**src/rtl/bram_arb_pkg.sv**
```systemverilog
// -----------------------------------------------------------------------------
// bram_arb_pkg
// Shared types and helpers for the BRAM access arbiter.
//   arb_state_t : arbiter FSM state encoding
//   arb_side_t  : which requester owned the most recent burst
//   cnt_width() : bit width needed to hold a count of 0..n (minimum 1 bit)
// -----------------------------------------------------------------------------
package bram_arb_pkg;

    typedef enum logic [1:0] {
        IDLE     = 2'b00,
        RD_BURST = 2'b01,
        TURN     = 2'b10,
        WR_BURST = 2'b11
    } arb_state_t;

    typedef enum logic {
        RD = 1'b0,
        WR = 1'b1
    } arb_side_t;

    // Width of a counter that must represent every value from 0 to n.
    function automatic int cnt_width(input int n);
        if (n < 1) begin
            return 1;
        end else begin
            return $clog2(n + 1);
        end
    endfunction

endpackage

```
**src/rtl/bram_arb_turn_timer.sv**
```systemverilog
// -----------------------------------------------------------------------------
// bram_arb_turn_timer
// Dead-cycle counter used while the arbiter sits in TURN. It counts
// 0..TURN_CYCLES-1 while active and raises done on the final dead cycle,
// then rearms to 0 for the next turnaround.
// Ports:
//   clk    in  system clock
//   rst_n  in  synchronous reset, active low
//   active in  arbiter is in the TURN state
//   done   out last dead cycle of the turnaround (combinational)
// -----------------------------------------------------------------------------
module bram_arb_turn_timer
    import bram_arb_pkg::*;
#(
    parameter int TURN_CYCLES = 10
) (
    input  logic clk,
    input  logic rst_n,
    input  logic active,
    output logic done
);

    localparam int TURN_W = cnt_width(TURN_CYCLES);
    // With no dead cycles the arbiter never enters TURN; the guard only keeps
    // the terminal value well defined.
    localparam int TURN_LAST_I = (TURN_CYCLES > 0) ? (TURN_CYCLES - 1) : 0;
    localparam logic [TURN_W-1:0] TURN_LAST = TURN_W'(TURN_LAST_I);
    localparam logic [TURN_W-1:0] TURN_ONE  = TURN_W'(1);
    localparam logic [TURN_W-1:0] TURN_ZERO = TURN_W'(0);

    logic [TURN_W-1:0] turn_cnt_r;
    logic              done_s;

    assign done_s = active && (turn_cnt_r == TURN_LAST);
    assign done   = done_s;

    // Dead-cycle counter: advances while active, rearms on the final cycle.
    always_ff @(posedge clk) begin
        if (!rst_n) begin
            turn_cnt_r <= TURN_ZERO;
        end else if (done_s) begin
            turn_cnt_r <= TURN_ZERO;
        end else if (active) begin
            turn_cnt_r <= turn_cnt_r + TURN_ONE;
        end
    end

endmodule

```
**src/rtl/bram_access_arbiter.sv**
```systemverilog
// -----------------------------------------------------------------------------
// bram_access_arbiter
// Shares one single-port BRAM between a read requester and a write requester.
// A grant covers a whole burst of up to MAX_BURST beats; a burst ends after
// the last beat or as soon as the owning request drops. TURN_CYCLES dead
// cycles with both chip selects low follow every burst, then one IDLE cycle
// picks the next owner. When both sides wait, the side that did not own the
// previous burst wins.
// Ports:
//   clk, rst_n          clock and synchronous active-low reset
//   rd_req/rd_addr      read requester; rd_gnt marks an accepted beat
//   rd_valid/rd_data    read return, one cycle after an accepted beat
//   wr_req/wr_addr/...  write requester; wr_gnt marks an accepted beat
//   bram_cs_rd/_wr      chip selects for read and write windows
//   bram_we/addr/wdata  BRAM command port
//   bram_rdata          BRAM read data, 1-cycle latency
// Grants and BRAM command signals are combinational from the state register
// and the live request, so a beat is accepted in the same cycle it is asked.
// -----------------------------------------------------------------------------
module bram_access_arbiter
    import bram_arb_pkg::*;
#(
    parameter int ADDR_W      = 10,
    parameter int DATA_W      = 32,
    parameter int MAX_BURST   = 10,
    parameter int TURN_CYCLES = 10
) (
    input  logic              clk,
    input  logic              rst_n,
    input  logic              rd_req,
    input  logic [ADDR_W-1:0] rd_addr,
    output logic              rd_gnt,
    output logic              rd_valid,
    output logic [DATA_W-1:0] rd_data,
    input  logic              wr_req,
    input  logic [ADDR_W-1:0] wr_addr,
    input  logic [DATA_W-1:0] wr_data,
    output logic              wr_gnt,
    output logic              bram_cs_rd,
    output logic              bram_cs_wr,
    output logic              bram_we,
    output logic [ADDR_W-1:0] bram_addr,
    output logic [DATA_W-1:0] bram_wdata,
    input  logic [DATA_W-1:0] bram_rdata
);

    localparam int BEAT_W = cnt_width(MAX_BURST);
    localparam logic [BEAT_W-1:0] BEAT_LAST = BEAT_W'(MAX_BURST - 1);
    localparam logic [BEAT_W-1:0] BEAT_ONE  = BEAT_W'(1);
    localparam logic [BEAT_W-1:0] BEAT_ZERO = BEAT_W'(0);
    // Without dead cycles a finished burst falls straight back to IDLE.
    localparam arb_state_t EXIT_STATE = (TURN_CYCLES == 0) ? IDLE : TURN;

    arb_state_t        state_r;
    arb_side_t         last_served_r;
    logic [BEAT_W-1:0] beat_cnt_r;
    logic              rd_valid_r;

    logic              rd_gnt_s;
    logic              wr_gnt_s;
    logic              cs_rd_s;
    logic              cs_wr_s;
    logic              we_s;
    logic [ADDR_W-1:0] addr_s;
    logic [DATA_W-1:0] wdata_s;
    logic              active_req_s;
    logic              burst_end_s;
    logic              turn_active_s;
    logic              turn_done_s;

    assign turn_active_s = (state_r == TURN);

    bram_arb_turn_timer #(
        .TURN_CYCLES (TURN_CYCLES)
    ) u_turn_timer (
        .clk    (clk),
        .rst_n  (rst_n),
        .active (turn_active_s),
        .done   (turn_done_s)
    );

    // Grant and BRAM command decode for the current window.
    always_comb begin
        rd_gnt_s     = 1'b0;
        wr_gnt_s     = 1'b0;
        cs_rd_s      = 1'b0;
        cs_wr_s      = 1'b0;
        we_s         = 1'b0;
        addr_s       = {ADDR_W{1'b0}};
        wdata_s      = {DATA_W{1'b0}};
        active_req_s = 1'b0;
        case (state_r)
            RD_BURST: begin
                rd_gnt_s     = rd_req;
                cs_rd_s      = rd_req;
                addr_s       = rd_addr;
                active_req_s = rd_req;
            end
            WR_BURST: begin
                wr_gnt_s     = wr_req;
                cs_wr_s      = wr_req;
                we_s         = wr_req;
                addr_s       = wr_addr;
                wdata_s      = wr_data;
                active_req_s = wr_req;
            end
            default: begin
                active_req_s = 1'b0;
            end
        endcase
    end

    // A burst closes on its last beat or when the owner stops requesting.
    assign burst_end_s = !active_req_s || (beat_cnt_r == BEAT_LAST);

    // Arbiter FSM, beat counter, fairness memory and read-valid register.
    always_ff @(posedge clk) begin
        if (!rst_n) begin
            state_r       <= IDLE;
            beat_cnt_r    <= BEAT_ZERO;
            last_served_r <= WR;
            rd_valid_r    <= 1'b0;
        end else begin
            rd_valid_r <= rd_gnt_s;
            case (state_r)
                IDLE: begin
                    if (rd_req && wr_req) begin
                        state_r <= (last_served_r == RD) ? WR_BURST : RD_BURST;
                    end else if (rd_req) begin
                        state_r <= RD_BURST;
                    end else if (wr_req) begin
                        state_r <= WR_BURST;
                    end else begin
                        state_r <= IDLE;
                    end
                end
                RD_BURST, WR_BURST: begin
                    if (burst_end_s) begin
                        state_r       <= EXIT_STATE;
                        beat_cnt_r    <= BEAT_ZERO;
                        last_served_r <= (state_r == RD_BURST) ? RD : WR;
                    end else begin
                        beat_cnt_r <= beat_cnt_r + BEAT_ONE;
                    end
                end
                TURN: begin
                    if (turn_done_s) begin
                        state_r <= IDLE;
                    end
                end
                default: begin
                    state_r <= IDLE;
                end
            endcase
        end
    end

    assign rd_gnt     = rd_gnt_s;
    assign wr_gnt     = wr_gnt_s;
    assign bram_cs_rd = cs_rd_s;
    assign bram_cs_wr = cs_wr_s;
    assign bram_we    = we_s;
    assign bram_addr  = addr_s;
    assign bram_wdata = wdata_s;
    assign rd_valid   = rd_valid_r;
    // Read data comes straight from the BRAM; rd_valid qualifies it.
    assign rd_data    = bram_rdata;

endmodule
```
**config.mk**
```make
export PLATFORM = sky130hd
export DESIGN_NAME = bram_access_arbiter
export DESIGN_NICKNAME = d
export VERILOG_FILES = /design/src/rtl/bram_arb_pkg.sv /design/src/rtl/bram_arb_turn_timer.sv /design/src/rtl/bram_access_arbiter.sv
export SDC_FILE = /design/constraint.sdc
export NUM_CORES = 1
export LEC_CHECK = 0
export CORE_MARGIN = 2
export CORE_UTILIZATION = 32
export DETAILED_ROUTE_END_ITERATION = 10
export DONT_BUFFER_PORTS = 1
export PLACE_DENSITY = 0.57
export SLEW_MARGIN = 20
export SYNTH_ARGS = -nofsm -noshare
export SYNTH_HDL_FRONTEND = slang
export SYNTH_SLANG_ARGS = --single-unit
```
**constraint.sdc**
```tcl
create_clock -name clk -period 2.1 [get_ports clk]
set_clock_uncertainty 0.15 [all_clocks]
set_input_delay 0.42 -clock clk [delete_from_list [all_inputs] [get_ports clk]]
set_output_delay 0.42 -clock clk [all_outputs]
set_load 0.02 [all_outputs]
```
==> impl_metrics.sql <==
INSERT INTO impl_metrics (metric_group, metric, value, unit) VALUES
('run_status', 'outcome', 'finished clean', ''),
('power', 'power.static_leakage', '0.000613', 'uW'),
('timing', 'finalCritPeriodShare', '90.4', '%'),
('grt', 'grt_start_max_net_pins', '38', ''),
('floorplanning', 'fp.dieArea', '0.00458', 'mm2'),
('timing', 'fin_ws', '0.202', 'ns'),
('timing', 'worst-slew-pin-transition', '0.458', 'ns'),
('yosys', 'ys_types', '37', ''),
('power', 'power.clock.fraction', '32.4', '%'),
('critical_path', 'critical_path.most_common_cell', 'sky130_fd_sc_hd__buf_4', ''),
('clock_tree', 'clkSlewWorstSetupHoldPaths', '0.06', 'ns'),
('critical_path', 'r2r_cells', '4', ''),
('floorplanning', 'core.rowCount', '23', ''),
('clock_tree', 'clk_latency', '0.25', 'ns'),
('critical_path', 'timing_worst_setup_path_type', 'reg2out', ''),
('place', 'detailed_place_hpwl', '2440', 'um'),
('grt', 'grt.met2_usage', '22.7', '%'),
('yosys', 'seq_area_frac_synth', '18.5', '%'),
('clock_tree', 'htree_levels', '1', ''),
('routing', 'route.detailed.vias_per_inst', '5.60', ''),
('routing', 'routed_wire_length_per_instance', '15.9', 'um'),
('final_layout', 'layout.filler_cells', '428', ''),
('critical_path', 'rr_startpoint', 'state_r[1]', ''),
('timing', 'setup_total_negative_slack', '0', 'ns'),
('grt', 'globalRouteOverflowTotal', '0', ''),
('grt', 'first_global_vias', '971', ''),
('grt', 'grt.met1_usage', '13.0', '%'),
('final_layout', 'antennaDiodeCount', '0', ''),
('timing', 'fin_crit', '1.90', 'ns'),
('final_layout', 'commonest_cells_after_routing_fill_and_taps_aside', '33 x sky130_fd_sc_hd__and3_1, 18 x sky130_fd_sc_hd__nor2_1, 16 x sky130_fd_sc_hd__buf_4, 11 x sky130_fd_sc_hd__mux2i_1, 11 x sky130_fd_sc_hd__dfxtp_1', ''),
('final_layout', 'layout-drive-gt1-share', '16.9', '%'),
('routing', 'drcViolationCount', '0', ''),
('final_layout', 'most_frequent_standard_cell_in_the_layout_excluding_fill_and_tap_cells', 'sky130_fd_sc_hd__and3_1', ''),
('timing', 'rsz0062_at_grt', 'false', ''),
('power', 'p_comb_share', '34.5', '%'),
('yosys', 'postSynth.asyncResetShare', '0', '%'),
('power', 'power.share.switching', '35.7', '%'),
('critical_path', 'critPathRequiredTime', '1.53', 'ns'),
('power', 'power_frac_seq', '33.1', '%'),
('clock_tree', 'cts_inserted_buffers', '3', ''),
('floorplanning', 'starting_density_of_the_core', '32.9', '%'),
('grt', 'grt_use_met3', '5.17', '%'),
('timing', 'tightest_hold_margin', '0.146', 'ns'),
('yosys', 'postSynth.topFlopCell', 'sky130_fd_sc_hd__dfxtp_1', ''),
('min_path', 'hold_path_class', 'in2reg', ''),
('critical_path', 'critPathArrivalTime', '1.33', 'ns'),
('power', 'total_power', '794', 'uW'),
('yosys', 'syn_area_per_cell', '7.63', 'um2'),
('min_path', 'hold_path_startpoint', 'rst_n', ''),
('yosys', 'ys_seq_elements', '12', ''),
('routing', 'ant_nets', '0', ''),
('yosys', 'synthesis.instances', '170', ''),
('timing', 'finalMaxSlewViolations', '0', ''),
('routing', 'route.final.wire_length', '3060', 'um'),
('yosys', 'synth_edf_count', '0', ''),
('yosys', 'yosysWarnings', '0', ''),
('clock_tree', 'clock-sinks', '12', ''),
('clock_tree', 'cts_tree', 'yes', ''),
('clock_tree', 'cts_hold_buf', '0', ''),
('run', 'max-cap-violations', '0', ''),
('power', 'power.density', '657', 'mW/mm2'),
('min_path', 'holdPathStages', '1', ''),
('yosys', 'syn-cell-area', '0.00130', 'mm2'),
('grt', 'gr-usage-all-layers', '12.6', '%'),
('critical_path', 'delay_of_the_slowest_cell_on_the_worst_path', '0.32', 'ns'),
('critical_path', 'critical_path.endpoint_type', 'output pin', ''),
('timing', 'max_slew_margin', '69.1', '%'),
('floorplanning', 'boundaryPins', '168', ''),
('routing', 'dr_total_vias', '1075', ''),
('clock_tree', 'ctsRootBufferMaster', 'sky130_fd_sc_hd__clkbuf_8', ''),
('place', 'io_buffers', '0', '');
## through the flow
stage               area (um2)  instances  utilization (%)
floorplan                 1300        170                -
global placement          1150        188             29.3
detailed placement        1150        188             29.3
CTS                       1210        192             30.7
global route              1210        192             30.7
finish                    1210        192             30.7
## layer usage
layer | share of wire (%) | vias to the layer above | routed length [um]
met2 | 50 | 77 | 1530
li1 | - | 493 | -
met5 | 0 | - | 0
met4 | 1.2 | 0 | 38
met3 | 12 | 8 | 368
met1 | 37 | 497 | 1120
## final cells by class
class | instances | area, um2 | share of cell area, %
flip-flops and latches | 12 | 241 | 20.0
inverters | 6 | 22.5 | 1.86
clock buffers | 4 | 55.1 | 4.55
multi-input cells | 104 | 708 | 58.5
repair buffers | 16 | 120 | 9.93
well taps | 50 | 62.6 | 5.17
## power groups by stage
| stage | Sequential [uW] | Combinational [uW] | Clock, uW |
|---|---|---|---|
| after floorplan | 258 | 320 | 0 |
| after global placement | 264 | 268 | 0 |
| after detailed placement | 267 | 277 | 0 |
| after CTS | 262 | 278 | 265 |
| after global routing | 266 | 302 | 277 |
| final | 263 | 274 | 258 |
## synthesized netlist by cell type (2+ instances only)
cell type                  number  share of area, %
sky130_fd_sc_hd__and3_1        33                16
sky130_fd_sc_hd__inv_1          6               1.7
sky130_fd_sc_hd__buf_2          2              0.77
sky130_fd_sc_hd__dfxtp_1       12                19
sky130_fd_sc_hd__nor4_1         3               1.4
sky130_fd_sc_hd__nor2b_1        3               1.4
sky130_fd_sc_hd__nor3_1         2              0.77
sky130_fd_sc_hd__mux2i_1       11               8.5
sky130_fd_sc_hd__o21a_1         2               1.2
sky130_fd_sc_hd__ha_1           4               3.9
sky130_fd_sc_hd__a31oi_1        2              0.96
sky130_fd_sc_hd__nand3_1        2              0.77
sky130_fd_sc_hd__o21ai_0        3               1.2
sky130_fd_sc_hd__clkbuf_1       8               2.3
sky130_fd_sc_hd__nand2_1        2              0.58
sky130_fd_sc_hd__buf_4         36                21
sky130_fd_sc_hd__a211oi_1       2               1.2
sky130_fd_sc_hd__nor2_1        18               5.2
## logic make-up (layout without fill, tap and decap cells)
family,count (synthesis),in the layout,share of synthesized area [%]
buffers and inverters,54,26,26.9
muxes,12,12,10.2
and+or+nand+nor,71,71,31.2
DFF,12,12,18.5
xor gates and xnor gates,2,2,1.35
adders and majority gates,4,4,3.86
AOI/OAI and AO/OA,15,15,7.91
## worst max-delay path, delay by kind of cell (launching register included)
family                 cells  cell delay (ns)
multiplexers               1             0.22
flip-flops                 1             0.32
AND/OR/NAND/NOR            1             0.05
buffers and inverters      2             0.47
## final timing paths
path,end,slack (ns)
worst max-delay path,bram_addr[7],0.20
worst min-delay path,beat_cnt_r[1],0.15
worst max register to register,beat_cnt_r[3],0.42
worst min register to register,u_turn_timer.turn_cnt_r[3],0.34
## timing repair
item                                    in CTS  in global routing
endpoints found under the setup margin       0                 11
buffers inserted                             0                  0
gates resized for setup                      0                  1
## sequential cells by signal, summed over array words and instances, names as in the netlist
name	count
beat_cnt_r	4
rd_valid	1
last_served_r	1
u_turn_timer.turn_cnt_r	4
state_r	2
Note: power is estimated with default switching activity, not from simulation.
